### src/rtl/modbus_rtu_tx_framer_if.sv
// rtl/modbus_rtu_tx_framer_if.sv - payload byte stream into the Modbus RTU framer
interface modbus_rtu_tx_framer_if;
    logic [7:0] s_data;
    logic       s_valid;
    logic       s_last;
    logic       s_ready;

    modport master (output s_data, output s_valid, output s_last, input  s_ready);
    modport slave  (input  s_data, input  s_valid, input  s_last, output s_ready);
endinterface

### src/rtl/modbus_rtu_tx_framer.sv
// rtl/modbus_rtu_tx_framer.sv - Modbus RTU transmit framer: 8N1 UART, appended CRC-16, inter-frame silence
module modbus_rtu_tx_framer #(
    parameter int SIL_BITS = 35,
    parameter int CNT_W    = 20
) (
    input  logic                  PCLK,
    input  logic                  PRESETn,
    input  logic [15:0]           baud_div,
    input  logic                  enable,
    modbus_rtu_tx_framer_if.slave s_if,
    output logic                  uart_tx_o,
    output logic                  busy,
    output logic                  frame_done,
    output logic [15:0]           crc_o
);
    localparam int SIL_W = $clog2(SIL_BITS + 1);

    typedef enum logic [2:0] {ST_IDLE, ST_START, ST_DATA, ST_STOP, ST_WAIT, ST_SIL} state_t;
    typedef enum logic [1:0] {SRC_PAYLOAD, SRC_CRC_LO, SRC_CRC_HI} src_t;

    state_t           r_state, w_state_nxt;
    src_t             r_src, w_src_nxt;
    logic [7:0]       r_byte;
    logic             r_last;
    logic [15:0]      r_crc;
    logic [15:0]      r_div;
    logic [CNT_W-1:0] r_cnt;
    logic [2:0]       r_bit;
    logic [SIL_W-1:0] r_sil;

    logic             w_xfer;
    logic             w_bit_end;
    logic             w_sil_end;
    logic [CNT_W-1:0] w_period_m1;
    logic [7:0]       w_tx_byte;
    logic [15:0]      w_crc_seed;

    function automatic logic [15:0] crc16_byte(input logic [15:0] crc_in, input logic [7:0] data);
        logic [15:0] c;
        c = crc_in ^ {8'h00, data};
        for (int i = 0; i < 8; i++) begin
            c = c[0] ? ((c >> 1) ^ 16'hA001) : (c >> 1);
        end
        return c;
    endfunction

    // Gated by PRESETn so the handshake is closed while reset is held.
    assign s_if.s_ready = PRESETn && (((r_state == ST_IDLE) && enable) || (r_state == ST_WAIT));
    assign w_xfer       = s_if.s_valid && s_if.s_ready;

    assign w_period_m1 = CNT_W'({r_div, 4'b0000}) - CNT_W'(1);
    assign w_bit_end   = (r_cnt == w_period_m1);
    assign w_sil_end   = w_bit_end && (r_sil == SIL_W'(SIL_BITS - 1));
    assign w_crc_seed  = (r_state == ST_IDLE) ? 16'hFFFF : r_crc;
    assign crc_o       = r_crc;
    assign busy        = (r_state != ST_IDLE);

    always_comb begin
        w_tx_byte = r_byte;
        case (r_src)
            SRC_CRC_LO: w_tx_byte = r_crc[7:0];
            SRC_CRC_HI: w_tx_byte = r_crc[15:8];
            default:    w_tx_byte = r_byte;
        endcase
    end

    always_ff @(posedge PCLK or negedge PRESETn) begin
        if (!PRESETn) begin
            r_state <= ST_IDLE;
            r_src   <= SRC_PAYLOAD;
        end else begin
            r_state <= w_state_nxt;
            r_src   <= w_src_nxt;
        end
    end

    always_comb begin
        w_state_nxt = r_state;
        w_src_nxt   = r_src;
        frame_done  = 1'b0;
        uart_tx_o   = 1'b1;
        case (r_state)
            ST_IDLE, ST_WAIT: begin
                if (w_xfer) begin
                    w_state_nxt = ST_START;
                    w_src_nxt   = SRC_PAYLOAD;
                end
            end
            ST_START: begin
                uart_tx_o = 1'b0;
                if (w_bit_end) w_state_nxt = ST_DATA;
            end
            ST_DATA: begin
                uart_tx_o = w_tx_byte[r_bit];
                if (w_bit_end && (r_bit == 3'd7)) w_state_nxt = ST_STOP;
            end
            ST_STOP: begin
                if (w_bit_end) begin
                    // CRC bytes follow the final payload byte with no handshake and no gap.
                    case (r_src)
                        SRC_PAYLOAD: begin
                            if (r_last) begin
                                w_state_nxt = ST_START;
                                w_src_nxt   = SRC_CRC_LO;
                            end else begin
                                w_state_nxt = ST_WAIT;
                            end
                        end
                        SRC_CRC_LO: begin
                            w_state_nxt = ST_START;
                            w_src_nxt   = SRC_CRC_HI;
                        end
                        default: w_state_nxt = ST_SIL;
                    endcase
                end
            end
            ST_SIL: begin
                if (w_sil_end) begin
                    w_state_nxt = ST_IDLE;
                    frame_done  = 1'b1;
                end
            end
            default: w_state_nxt = ST_IDLE;
        endcase
    end

    always_ff @(posedge PCLK or negedge PRESETn) begin
        if (!PRESETn) begin
            r_byte <= 8'h00;
            r_last <= 1'b0;
            r_crc  <= 16'hFFFF;
            r_div  <= 16'd1;
            r_cnt  <= '0;
            r_bit  <= 3'd0;
            r_sil  <= '0;
        end else begin
            if (w_xfer) begin
                r_byte <= s_if.s_data;
                r_last <= s_if.s_last;
                r_crc  <= crc16_byte(w_crc_seed, s_if.s_data);
                if (r_state == ST_IDLE) r_div <= (baud_div == 16'd0) ? 16'd1 : baud_div;
            end
            // Counter reloads every bit so the frame length is an exact multiple of the bit period.
            if ((r_state == ST_IDLE) || (r_state == ST_WAIT) || w_bit_end) r_cnt <= '0;
            else                                                           r_cnt <= r_cnt + 1'b1;
            if ((r_state == ST_DATA) && w_bit_end) r_bit <= r_bit + 1'b1;
            if (r_state != ST_SIL)  r_sil <= '0;
            else if (w_bit_end)     r_sil <= r_sil + 1'b1;
        end
    end
endmodule

### src/flat_wrapper.sv
// flat-port wrapper written by rule: the top's interface ports become plain ports
module modbus_rtu_tx_framer_flat 
#(
    parameter int SIL_BITS = 35,
    parameter int CNT_W    = 20
)
  (PCLK, PRESETn, baud_div, enable, uart_tx_o, busy, frame_done, crc_o, s_if_s_data, s_if_s_valid, s_if_s_last, s_if_s_ready);
  modbus_rtu_tx_framer_if s_if_i ();
  input  logic PCLK;
  input  logic PRESETn;
  input  logic [15:0] baud_div;
  input  logic enable;
  output logic uart_tx_o;
  output logic busy;
  output logic frame_done;
  output logic [15:0] crc_o;
  input wire logic [$bits(s_if_i.s_data)-1:0] s_if_s_data;
  input wire logic [$bits(s_if_i.s_valid)-1:0] s_if_s_valid;
  input wire logic [$bits(s_if_i.s_last)-1:0] s_if_s_last;
  output wire logic [$bits(s_if_i.s_ready)-1:0] s_if_s_ready;
  assign s_if_i.s_data = s_if_s_data;
  assign s_if_i.s_valid = s_if_s_valid;
  assign s_if_i.s_last = s_if_s_last;
  assign s_if_s_ready = s_if_i.s_ready;
  modbus_rtu_tx_framer #(.SIL_BITS(SIL_BITS), .CNT_W(CNT_W)) u_core (.PCLK(PCLK), .PRESETn(PRESETn), .baud_div(baud_div), .enable(enable), .s_if(s_if_i), .uart_tx_o(uart_tx_o), .busy(busy), .frame_done(frame_done), .crc_o(crc_o));
endmodule
### config.mk
export PLATFORM = sky130hd
export DESIGN_NAME = modbus_rtu_tx_framer_flat
export DESIGN_NICKNAME = d
export VERILOG_FILES = /design/src/rtl/modbus_rtu_tx_framer_if.sv /design/src/rtl/modbus_rtu_tx_framer.sv /design/src/flat_wrapper.sv
export SDC_FILE = /design/constraint.sdc
export NUM_CORES = 1
export LEC_CHECK = 0
export BUFFER_PORTS_ARGS = -buffer_cell sky130_fd_sc_hd__buf_2
export CORE_MARGIN = 3
export CORE_UTILIZATION = 50
export CTS_CLUSTER_SIZE = 14
export DETAILED_ROUTE_END_ITERATION = 16
export PLACE_DENSITY = 0.76
export SYNTH_ARGS = -nofsm -noshare
export SYNTH_HDL_FRONTEND = slang
export SYNTH_SLANG_ARGS = --single-unit
export TNS_END_PERCENT = 1
### constraint.sdc
create_clock -name PCLK -period 3.6 [get_ports PCLK]
set_input_delay 0.9 -clock PCLK [delete_from_list [all_inputs] [get_ports PCLK]]
set_output_delay 0.9 -clock PCLK [all_outputs]
set_load 0.01 [all_outputs]
==> out/qor.yml, run 1 <==
outcome:
  status: "completed"
detailed_routing:
  wl_um: 10700
  post_drt_wl_per_cell_um: 16.3
  vias_per_cell: 5.70
  drtIter0Drc: 237
  vias: 3746
  drc: 0
  ant_nets: 0
  first_pass_iters: 4
placed_design:
  gp_congestion: 0.952
  dp_hpwl_um: 7690
  portBuffers: 48
timing:
  finalClockSkew_ns: 0.0115
  fin_crit_sh: 0.996
  timing.fmax_mhz: 279
  worst_slew_pin_slew_ns: 0.949
  rsz0062_at_grt: "true"
  min_period_ns: 3.59
  setup_violations: 0
  slew_headroom: 0.367
  finalSetupTns_ns: 0
  hold_viol: 0
  maxSlewViolCount: 0
  holdWs_ns: 0.466
setup_path:
  critical_path.startpoint_type: "register"
  cp.required_ns: 2.70
  worstSetupPathType: "register to output port"
  critPathTopFamily: "simple AND/OR/NAND/NOR gates"
  path_max_fanout: 8
  worstPathCellList: "nor4_4 -> a21oi_2 -> or4b_4 -> a22oi_2 -> nand4_1 -> nor3_2 -> buf_2"
  ff2ff_setup_slack_ns: 0.58
  path_buf_inv: 1
  cp-end-kind: "output port"
  cp.arrival_ns: 2.69
  crit_slowest_cell: "nor4_4"
  cpPeakStageDelay_ns: 0.59
power_and_ir_drop:
  swShare: 0.261
  combPwrFrac: 0.120
  pwr-share-clk: 0.373
  max-vdd-ir-drop_uv: 228
  p_leak_nw: 2.39
  cellPowerDensity_nw_per_um2: 330
  power_switching_w: 0.000456
  p_seq_frac: 0.507
  p_int_w: 0.00129
floorplanning:
  dieWidth_um: 102
  fp.dieH_um: 102
  io_pins: 49
  row_count: 34
  fp.coreArea_um2: 8890
  start_util: 0.523
  dieArea_um2: 10500
logic_synthesis:
  ys_seq_area_frac: 0.408
  ys_warn_count: 0
  synth_cells: 493
  synth_area_um2: 4650
  synth_edf_count: 0
  ys.flop_type: "dfrtp_1"
  ys_ff_latch: 75
  synthArstFlopShare: 1.00
  syn_avg_cell_area_um2: 9.44
  syn-num-nets: 531
  synth_cell_types: 64
clocking:
  clk_pin_slew_ns: 0.08
  cts.path.max_buffers: 2
  cts-root-buf: "clkbuf_8"
  htree_levels: 3
  cts_hold_buffers: 0
  cts_tree: "done"
  clock_latency_ns: 0.35
  cts.sinks: 75
  cts_buffers: 9
layout:
  final_common_cell: "nor2_1"
  drive_above_1_share: 0.260
  mostFrequentLayoutCells: "nor2_1 (62), dfrtp_1 (54), nand2_1 (48), buf_2 (47), xnor2_1 (40)"
  nFillCells: 768
  synthToLayoutAreaGrowth_pct: 13.8
  multiInputGateArea_um2: 2640
  fin_nets: 582
  register_area_um2: 1900
  n_antenna_cell: 0
global_routing:
  grt_max_degree: 76
  grt_pass1_wl_um: 17900
  grt_pass1_vias: 3746
  gr-total-overflow: 0
  grt_usage: 0.214
  antenna_found_initial: 0
worst_hold_path:
  hold_class: "register to register"
flow_run:
  drv_cap: 0
[state kept, by name (all words and copies together), names as in the netlist]
signal and count:
u_core.crc_o 16, u_core.r_bit 3, u_core.r_byte 8, u_core.r_cnt 20
u_core.r_div 16, u_core.r_last 1, u_core.r_sil 6, u_core.r_src 2
u_core.r_state 3
[power groups by stage]
stage                     logic (W)  registers, W  clock network, W
final                      0.000210      0.000887          0.000651
after global routing       0.000233      0.000890          0.000707
after CTS                  0.000202      0.000887          0.000667
after detailed placement   0.000201      0.000902                 0
after global placement     0.000194      0.000901                 0
after floorplan            0.000132      0.000897                 0
[area by class of cell]
| class | count | share of cell area |
|---|---|---|
| multi-input cells | 378 | 0.498 |
| well taps | 108 | 0.0255 |
| flip-flops and latches | 75 | 0.359 |
| clock inverters | 5 | 0.0116 |
| inverters | 15 | 0.0106 |
| clock buffers | 11 | 0.0248 |
| repair buffers | 65 | 0.0699 |
[through the flow]
step                      cells  setup WS (ns)  area [um^2]  power [W]   util
after CTS                   648        -0.0486         5180    0.00176  0.582
final                       657         0.0130         5300    0.00175  0.596
after detailed placement    631          0.180         4970    0.00110  0.559
after global routing        657        -0.0675         5300    0.00183  0.596
after global placement      631          0.254         4970    0.00110  0.559
after floorplan             493          0.239         4650    0.00103      -
[per-layer routing]
| layer | track usage | share of wire | up-vias |
|---|---|---|---|
| li1 | - | - | 1825 |
| met1 | 0.298 | 0.45 | 1833 |
| met2 | 0.341 | 0.49 | 74 |
| met3 | 0.0300 | 0.039 | 14 |
| met4 | 0.0797 | 0.017 | 0 |
| met5 | 0 | 0 | - |
[synthesized netlist by cell type, types with 2 or more instances]
cell type / instances / area share
dfstp_2: 17 / 0.096
o211ai_1: 3 / 0.0048
o21ai_0: 30 / 0.032
nor2_1: 62 / 0.050
nor4_4: 2 / 0.0091
a21oi_1: 18 / 0.019
xnor2_1: 40 / 0.075
nand3b_1: 2 / 0.0032
nor3_1: 10 / 0.011
and3_1: 13 / 0.017
mux2i_1: 2 / 0.0043
xnor3_1: 2 / 0.0097
nor2b_1: 2 / 0.0027
buf_6: 2 / 0.0048
nand3_1: 13 / 0.014
a22oi_1: 9 / 0.015
nor3b_1: 2 / 0.0032
ha_1: 9 / 0.024
a211oi_1: 6 / 0.0097
a31oi_1: 3 / 0.0040
mux2_2: 24 / 0.058
or3b_2: 2 / 0.0038
clkbuf_1: 17 / 0.014
xor2_1: 27 / 0.051
nand2_1: 48 / 0.039
or4_1: 6 / 0.0097
buf_2: 4 / 0.0043
nand4_1: 2 / 0.0027
or3_1: 5 / 0.0067
dfrtp_1: 58 / 0.31
nor4_1: 6 / 0.0081
inv_1: 15 / 0.012
[final timing paths]
path | cells past startpoint | endpoint | from
max | 7 | frame_done | u_core.r_div[3]$_DFFE_PN0P_
min | 1 | u_core.r_cnt[0]$_DFF_PN0_ | u_core.r_cnt[0]$_DFF_PN0_
max reg2reg | 8 | u_core.r_bit[2]$_DFFE_PN0P_ | u_core.r_div[3]$_DFFE_PN0P_
min reg2reg | 1 | u_core.r_cnt[0]$_DFF_PN0_ | u_core.r_cnt[0]$_DFF_PN0_
max in group asynchronous | 2 | u_core.r_div[1]$_DFFE_PN0P_ | PRESETn
min in group asynchronous | 2 | u_core.r_sil[5]$_DFFE_PN0P_ | PRESETn
[worst reg2reg max path, stage by stage, from the launching register on]
cell and delay [ns]:
dfrtp_2 0.45, nor4_4 0.59, buf_4 0.22, nand4_1 0.08, xnor2_1 0.23, nor4b_4 0.36
nand4_4 0.31, nor4_4 0.29, mux2_2 0.37
[repair_timing]
action                                  4_1_cts  5_1_grt
pin swaps                                     3        5
resized for setup                             5       12
buffers inserted                              1        9
endpoints found under the setup margin        2        2
[kinds of logic (layout without fill, tap and decap cells)]
logic type	Yosys count	count (layout)	share of synthesized area
AND/OR/NAND/NOR	187	187	0.208
AO/OA/AOI/OAI	85	85	0.117
flip-flops	75	75	0.408
XOR/XNOR	69	69	0.136
buffers and inverters	40	96	0.0374
multiplexers	28	28	0.0696
adder cells (fa/ha/maj)	9	9	0.0242
Note: power is estimated with default switching activity, not from simulation.
==> run 2: changes to the inputs <==
ABC_AREA = 1   (was default)
PLACE_DENSITY = 0.75   (was 0.76)
==> out/qor.yml, run 2 <==
setup_path:
  cp-end-kind: "output port"  # unchanged
  cp.arrival_ns: 2.52  # was 2.69 ns
  rr_worst_depth: 13  # was 8
  worst_setup_path_endpoint: "frame_done"  # unchanged
  path_max_fanout: 9  # was 8
  crit_path_start: "u_core.r_div[0]$_DFFE_PN1P_"  # was u_core.r_div[3]$_DFFE_PN0P_
  ff2ff_setup_slack_ns: 0.93  # was 0.58 ns
  cp.required_ns: 2.70  # about the same
  critical_path.startpoint_type: "register"  # unchanged
  r2r-end: "u_core.r_cnt[18]$_DFF_PN0_"  # was u_core.r_bit[2]$_DFFE_PN0P_
  worstSetupPathType: "register to output port"  # unchanged
  reg2reg_from: "u_core.r_div[0]$_DFFE_PN1P_"  # was u_core.r_div[3]$_DFFE_PN0P_
timing:
  hold_viol: 0  # unchanged
  min_period_ns: 3.42  # was 3.59 ns
  slew_headroom: 0.375  # was 0.367
  finalClockSkew_ns: 0.0100  # was 0.0115 ns
  rsz0062_at_grt: "false"  # was true
  setup_violations: 0  # unchanged
  fin_crit_sh: 0.951  # was 0.996
  worst_slew_pin_slew_ns: 0.937  # was 0.949 ns
  finalSetupTns_ns: 0  # unchanged
  timing.fmax_mhz: 292  # was 279 MHz
  maxSlewViolCount: 0  # unchanged
clocking:
  clk_pin_slew_ns: 0.08  # about the same
  cts-root-buf: "clkbuf_8"  # unchanged
  cts.sinks: 75  # unchanged
  htree_levels: 3  # unchanged
  clock_latency_ns: 0.35  # about the same
  cts.path.max_buffers: 2  # unchanged
  cts_tree: "done"  # unchanged
  cts_buffers: 9  # unchanged
logic_synthesis:
  ys_warn_count: 0  # unchanged
  synth_xor_area_frac: 0.0753  # was 0.136
  synth-simple-area-share: 0.307  # was 0.208
  ys_ff_latch: 75  # unchanged
  synthArstFlopShare: 1.00  # unchanged
  synth_top_family_by_area: "simple AND/OR/NAND/NOR gates"  # unchanged
  synth_cells: 592  # was 493
  synth-compound-area-share: 0.120  # was 0.117
  synthAdderAreaFrac: 0.0239  # was 0.0242
  synth_area_um2: 4720  # was 4650 um^2
  synth_top_cells_by_count: "nand2_1 (124), inv_1 (66), dfrtp_1 (58), nor2_1 (55), o21ai_0 (39)"  # was nor2_1 (62), dfrtp_1 (58), nand2_1 (48), xnor2_1 (40), o21ai_0 (30)
  synth_most_common_cell: "nand2_1"  # was nor2_1
  syn_avg_cell_area_um2: 7.97  # was 9.44 um^2
  synth_edf_count: 0  # unchanged
  ys.flop_type: "dfrtp_1"  # unchanged
  synth_top_area_share: 0.308  # was 0.312
  ys_seq_area_frac: 0.402  # was 0.408
  syn-num-nets: 630  # was 531
  synth_area_leaders: "dfrtp_1 (31%), nand2_1 (9.9%), dfstp_2 (9.5%), inv_1 (5.3%), xor2_1 (4.6%)"  # was dfrtp_1 (31%), dfstp_2 (9.6%), xnor2_1 (7.5%), mux2_2 (5.8%), xor2_1 (5.1%)
  synth_cell_types: 45  # was 64
  yosysTopAreaCell: "dfrtp_1"  # unchanged
  synth.area.mux_share: 0  # was 0.0696
detailed_routing:
  wl_um: 11100  # was 10700 um
  post_drt_wl_per_cell_um: 14.8  # was 16.3 um
  ant_nets: 0  # unchanged
  drtIter0Drc: 246  # was 237
  vias: 4143  # was 3746
  first_pass_iters: 5  # was 4
  vias_per_cell: 5.51  # was 5.70
  drc: 0  # unchanged
layout:
  final_common_cell: "nand2_1"  # was nor2_1
  fin_nets: 677  # was 582
  finalInstanceArea_um2: 5260  # was 5300 um^2
  synthToLayoutAreaGrowth_pct: 11.5  # was 13.8%
  top_register: "u_core.r_cnt"  # unchanged
  mostFrequentLayoutCells: "nand2_1 (124), inv_1 (64), dfrtp_1 (58), nor2_1 (55), buf_2 (47)"  # was nor2_1 (62), dfrtp_1 (54), nand2_1 (48), buf_2 (47), xnor2_1 (40)
  largest_reg_flops: 20  # unchanged
  drive_above_1_share: 0.220  # was 0.260
  final_cell_count_no_fill: 752  # was 657
  n_antenna_cell: 0  # unchanged
placed_design:
  dp_hpwl_um: 8280  # was 7690 um
  place_area_um2: 5040  # was 4970 um^2
  portBuffers: 48  # unchanged
  dp_cells: 736  # was 631
  gp_congestion: 0.906  # was 0.952
global_routing:
  grt_max_degree: 76  # unchanged
  grt_pass1_wl_um: 18300  # was 17900 um
  antenna_found_initial: 0  # unchanged
  grt_pass1_vias: 3925  # was 3746
  gr-total-overflow: 0  # unchanged
  grt_usage: 0.221  # was 0.214
power_and_ir_drop:
  p_leak_nw: 2.51  # was 2.39 nW
  cellPowerDensity_nw_per_um2: 795  # was 330 nW/um^2
  max-vdd-ir-drop_uv: 568  # was 228 uV
outcome:
  status: "completed"  # unchanged
floorplanning:
  io_pins: 49  # unchanged
  start_util: 0.528  # was 0.523
  dieWidth_um: 103  # was 102 um
  fp.coreArea_um2: 8930  # was 8890 um^2
  fp.dieH_um: 103  # was 102 um
  dieArea_um2: 10600  # was 10500 um^2
  row_count: 34  # unchanged
flow_run:
  drv_cap: 0  # unchanged
worst_hold_path:
  hold_class: "register to register"  # unchanged
[run 2: routing by layer]
| metal | wire (um) | share of wire | GRT usage |
|---|---|---|---|
| met3 | 503 | 0.045 | 0.0345 |
| met1 | 4790 | 0.43 | 0.281 |
| met5 | 0 | 0 | 0 |
| met4 | 294 | 0.026 | 0.0817 |
| met2 | 5500 | 0.50 | 0.379 |
[run 2: power by group]
part	leakage, nW	switching, W	total (W)	internal [W]
combinational	1.47	0.00131	0.00209	0.000779
sequential	0.940	0.000283	0.00145	0.00116
clock	0.0991	0.000317	0.000653	0.000336
total	2.51	0.00191	0.00419	0.00228
[run 2: final cells by class]
type                            count  area (um^2)
Clock buffer                       11          141
Fill cell                         806         3670
Tap cell                          108          135
Multi-Input combinational cell    433         2510
Sequential cell                    75         1900
Inverter                           70          265
Timing Repair Buffer               50          258
Clock inverter                      5         52.6
[run 2: through the flow]
stage / utilization / hold WS (ns) / worst slack, ns / power (W)
detailed placement: 0.564 / 0.453 / 0.509 / 0.00350
finish: 0.589 / 0.460 / 0.177 / 0.00419
CTS: 0.586 / 0.463 / 0.106 / 0.00417
floorplan: - / 0.425 / 0.754 / 0.00300
global placement: 0.564 / 0.439 / 0.589 / 0.00343
global route: 0.589 / 0.498 / 0.00230 / 0.00453
[run 2: timing repair]
action / 4_1_cts / 5_1_grt
setup endpoints to repair: 0 / 1
hold buffers: 0 / 0
resized for setup: 0 / 7
hold endpoints to repair: 0 / 0
buffers inserted: 0 / 0
[run 2: how the worst min path moves through the flow]
stage,from,end,slack [ns],depth (start not counted)
after detailed placement,u_core.r_cnt[0]$_DFF_PN0_,u_core.r_cnt[0]$_DFF_PN0_,0.45,1
after CTS,u_core.r_cnt[0]$_DFF_PN0_,u_core.r_cnt[0]$_DFF_PN0_,0.46,1
after floorplan,u_core.r_cnt[0]$_DFF_PN0_,u_core.r_cnt[0]$_DFF_PN0_,0.43,1
final,u_core.r_cnt[0]$_DFF_PN0_,u_core.r_cnt[0]$_DFF_PN0_,0.46,1
after global routing,u_core.r_cnt[0]$_DFF_PN0_,u_core.r_cnt[0]$_DFF_PN0_,0.50,1
after global placement,u_core.r_cnt[0]$_DFF_PN0_,u_core.r_cnt[0]$_DFF_PN0_,0.44,1
[run 2: cell families after synthesis]
kind of cell    Yosys count
xor+xnor                 36
flops                    75
compound gates           91
fa+ha+maj                 9
simple gates            297
buf+inv                  84
[run 2: critical path, cell delays in order (launching register included)]
cell     delay, ns
dfstp_2       0.55
inv_2         0.06
ha_4          0.26
xor2_1        0.17
nand3_1       0.12
nor2_1        0.12
nand3_1       0.08
nor2_1        0.09
nand3_1       0.08
nor2_2        0.13
nand2_4       0.10
inv_4         0.10
nand3_2       0.08
nor2_1        0.08
buf_2         0.13
==> run 3: changes to the inputs <==
ABC_AREA = 0   (was 1)
CORE_MARGIN = 2   (was 3)
PLACE_DENSITY = 0.76   (was 0.75)
==> out/qor.yml, run 3 (synthesis gave the netlist of run 1 again) <==
outcome:
  status: "completed"  # unchanged
setup_path:
  cpPeakStageDelay_ns: 0.55  # about the same
  cp.arrival_ns: 2.60  # was 2.52 ns
  critical_path.startpoint_type: "register"  # unchanged
  worstPathCellList: "inv_2 -> ha_4 -> nor3b_4 -> a21oi_2 -> or4b_4 -> a22oi_2 -> nand4_1 -> nor3_2 -> buf_2"  # was inv_2 -> ha_4 -> xor2_1 -> nand3_1 -> nor2_1 -> nand3_1 -> nor2_1 -> nand3_1 -> nor2_2 -> nand2_4 -> inv_4 -> nand3_2 -> nor2_1 -> buf_2
  crit_slowest_cell: "or4b_4"  # was dfstp_2
  cp-end-kind: "output port"  # unchanged
  cp.required_ns: 2.70  # about the same
  crit_path_start: "u_core.r_div[1]$_DFFE_PN0P_"  # was u_core.r_div[0]$_DFFE_PN1P_
  path_max_fanout: 6  # was 9
  r2r-end: "u_core.r_bit[1]$_DFFE_PN0P_"  # was u_core.r_cnt[18]$_DFF_PN0_
  worstSetupPathType: "register to output port"  # unchanged
  worst_setup_path_endpoint: "frame_done"  # unchanged
  rr_worst_depth: 8  # was 13
  reg2reg_from: "u_core.r_div[1]$_DFFE_PN0P_"  # was u_core.r_div[0]$_DFFE_PN1P_
  ff2ff_setup_slack_ns: 0.66  # was 0.93 ns
detailed_routing:
  vias: 3723  # was 4143
  drc: 0  # unchanged
  vias_per_cell: 5.68  # was 5.51
  first_pass_iters: 5  # unchanged
  drtIter0Drc: 163  # was 246
  ant_nets: 0  # unchanged
  post_drt_wl_per_cell_um: 15.6  # was 14.8 um
  wl_um: 10200  # was 11100 um
floorplanning:
  dieWidth_um: 100  # was 103 um
  fp.coreArea_um2: 9150  # was 8930 um^2
  fp.dieH_um: 100  # was 103 um
  start_util: 0.508  # was 0.528
  io_pins: 49  # unchanged
  row_count: 35  # was 34
  dieArea_um2: 10100  # was 10600 um^2
global_routing:
  grt_max_degree: 76  # unchanged
  gr-total-overflow: 0  # unchanged
  grt_usage: 0.211  # was 0.221
  antenna_found_initial: 0  # unchanged
  grt_pass1_vias: 3536  # was 3925
  grt_pass1_wl_um: 16900  # was 18300 um
power_and_ir_drop:
  max-vdd-ir-drop_uv: 188  # was 568 uV
  p_leak_nw: 2.38  # was 2.51 nW
  cellPowerDensity_nw_per_um2: 330  # was 795 nW/um^2
  finalPower_w: 0.00173  # was 0.00419 W
timing:
  maxSlewViolCount: 0  # unchanged
  min_period_ns: 3.50  # was 3.42 ns
  finalClockSkew_ns: 0.0102  # was 0.0100 ns
  timing.fmax_mhz: 286  # was 292 MHz
  fin_crit_sh: 0.973  # was 0.951
  setup_violations: 0  # unchanged
  worst_slew_pin_slew_ns: 0.957  # was 0.937 ns
  slew_headroom: 0.362  # was 0.375
  hold_viol: 0  # unchanged
  fin_ws_ns: 0.0974  # was 0.177 ns
  holdWs_ns: 0.466  # was 0.460 ns
layout:
  multiInputGateArea_um2: 2630  # was 2510 um^2
  fin_nets: 578  # was 677
  register_area_um2: 1900  # about the same
  largest_reg_flops: 20  # unchanged
  top_register: "u_core.r_cnt"  # unchanged
  final_cell_count_no_fill: 656  # was 752
  nFillCells: 774  # was 806
  synthToLayoutAreaGrowth_pct: 13.1  # was 11.5%
  drive_above_1_share: 0.255  # was 0.220
  n_antenna_cell: 0  # unchanged
  mostFrequentLayoutCells: "nor2_1 (62), dfrtp_1 (57), nand2_1 (48), buf_2 (47), xnor2_1 (40)"  # was nand2_1 (124), inv_1 (64), dfrtp_1 (58), nor2_1 (55), buf_2 (47)
  final_common_cell: "nor2_1"  # was nand2_1
  finalInstanceArea_um2: 5260  # unchanged
flow_run:
  drv_cap: 0  # unchanged
clocking:
  cts_tree: "done"  # unchanged
  cts.path.max_buffers: 2  # unchanged
  clock_latency_ns: 0.36  # was 0.35 ns
  cts_buffers: 9  # unchanged
  cts-root-buf: "clkbuf_8"  # unchanged
  htree_levels: 3  # unchanged
  clk_pin_slew_ns: 0.08  # about the same
  cts.sinks: 75  # unchanged
worst_hold_path:
  min_path_cells: 1  # unchanged
  hold_class: "register to register"  # unchanged
placed_design:
  pre_cts_ws_ns: 0.119  # was 0.509 ns
  place_area_um2: 4980  # was 5040 um^2
  gp_congestion: 0.861  # was 0.906
  portBuffers: 48  # unchanged
  dp_hpwl_um: 7300  # was 8280 um
  dp_cells: 635  # was 736
run 3: through the flow:
step	setup TNS, ns	utilization
6_report	0	0.575
3_3_place_gp	0	0.544
4_1_cts	0	0.571
5_1_grt	-0.00303	0.575
3_5_place_dp	0	0.544
2_1_floorplan	0	-
run 3: layer usage:
layer  vias up  part of all wire  wire, um  GRT usage
met5         -                 0         0          0
met4         0             0.017       171     0.0759
met3        14             0.028       290     0.0291
met2        59              0.49      5050      0.356
met1      1832              0.46      4710      0.280
li1       1818                 -         -          -
run 3: critical path, delay by kind of cell (launching register included):
| kind | cells | cell delay, ns |
|---|---|---|
| and+or+nand+nor | 4 | 1.12 |
| AOI/OAI and AO/OA | 2 | 0.26 |
| adders and majority gates | 1 | 0.15 |
| buffers and inverters | 2 | 0.28 |
| DFF | 1 | 0.44 |
run 3: where the power goes:
group	internal (W)	switching (W)
logic	0.000103	0.000106
registers	0.000864	0.0000213
clock network	0.000316	0.000325
total	0.00128	0.000452
run 3: layout make-up:
class	count	share of cell area
sequential	75	0.361
clock buffer	12	0.0316
tap	111	0.0264
multi-input combinational	378	0.500
clock inverter	4	0.00547
inverter	15	0.0107
timing repair buffer	61	0.0647
run 3: worst min-delay path by stage:
stage	startpoint	endpoint	slack, ns
floorplan	u_core.r_cnt[0]$_DFF_PN0_	u_core.r_cnt[0]$_DFF_PN0_	0.43
global placement	u_core.r_cnt[0]$_DFF_PN0_	u_core.r_cnt[0]$_DFF_PN0_	0.44
detailed placement	u_core.r_cnt[0]$_DFF_PN0_	u_core.r_cnt[0]$_DFF_PN0_	0.46
CTS	u_core.r_cnt[0]$_DFF_PN0_	u_core.r_cnt[0]$_DFF_PN0_	0.47
global route	u_core.r_cnt[0]$_DFF_PN0_	u_core.r_cnt[0]$_DFF_PN0_	0.51
finish	u_core.r_cnt[0]$_DFF_PN0_	u_core.r_cnt[0]$_DFF_PN0_	0.47
run 3: timing repair:
item                       4_1_cts  5_1_grt
setup endpoints to repair        2        2
hold buffers                     0        0
setup buffers                    4        1
hold endpoints to repair         0        0
pin swaps                        2        2
gates resized for setup          5        9
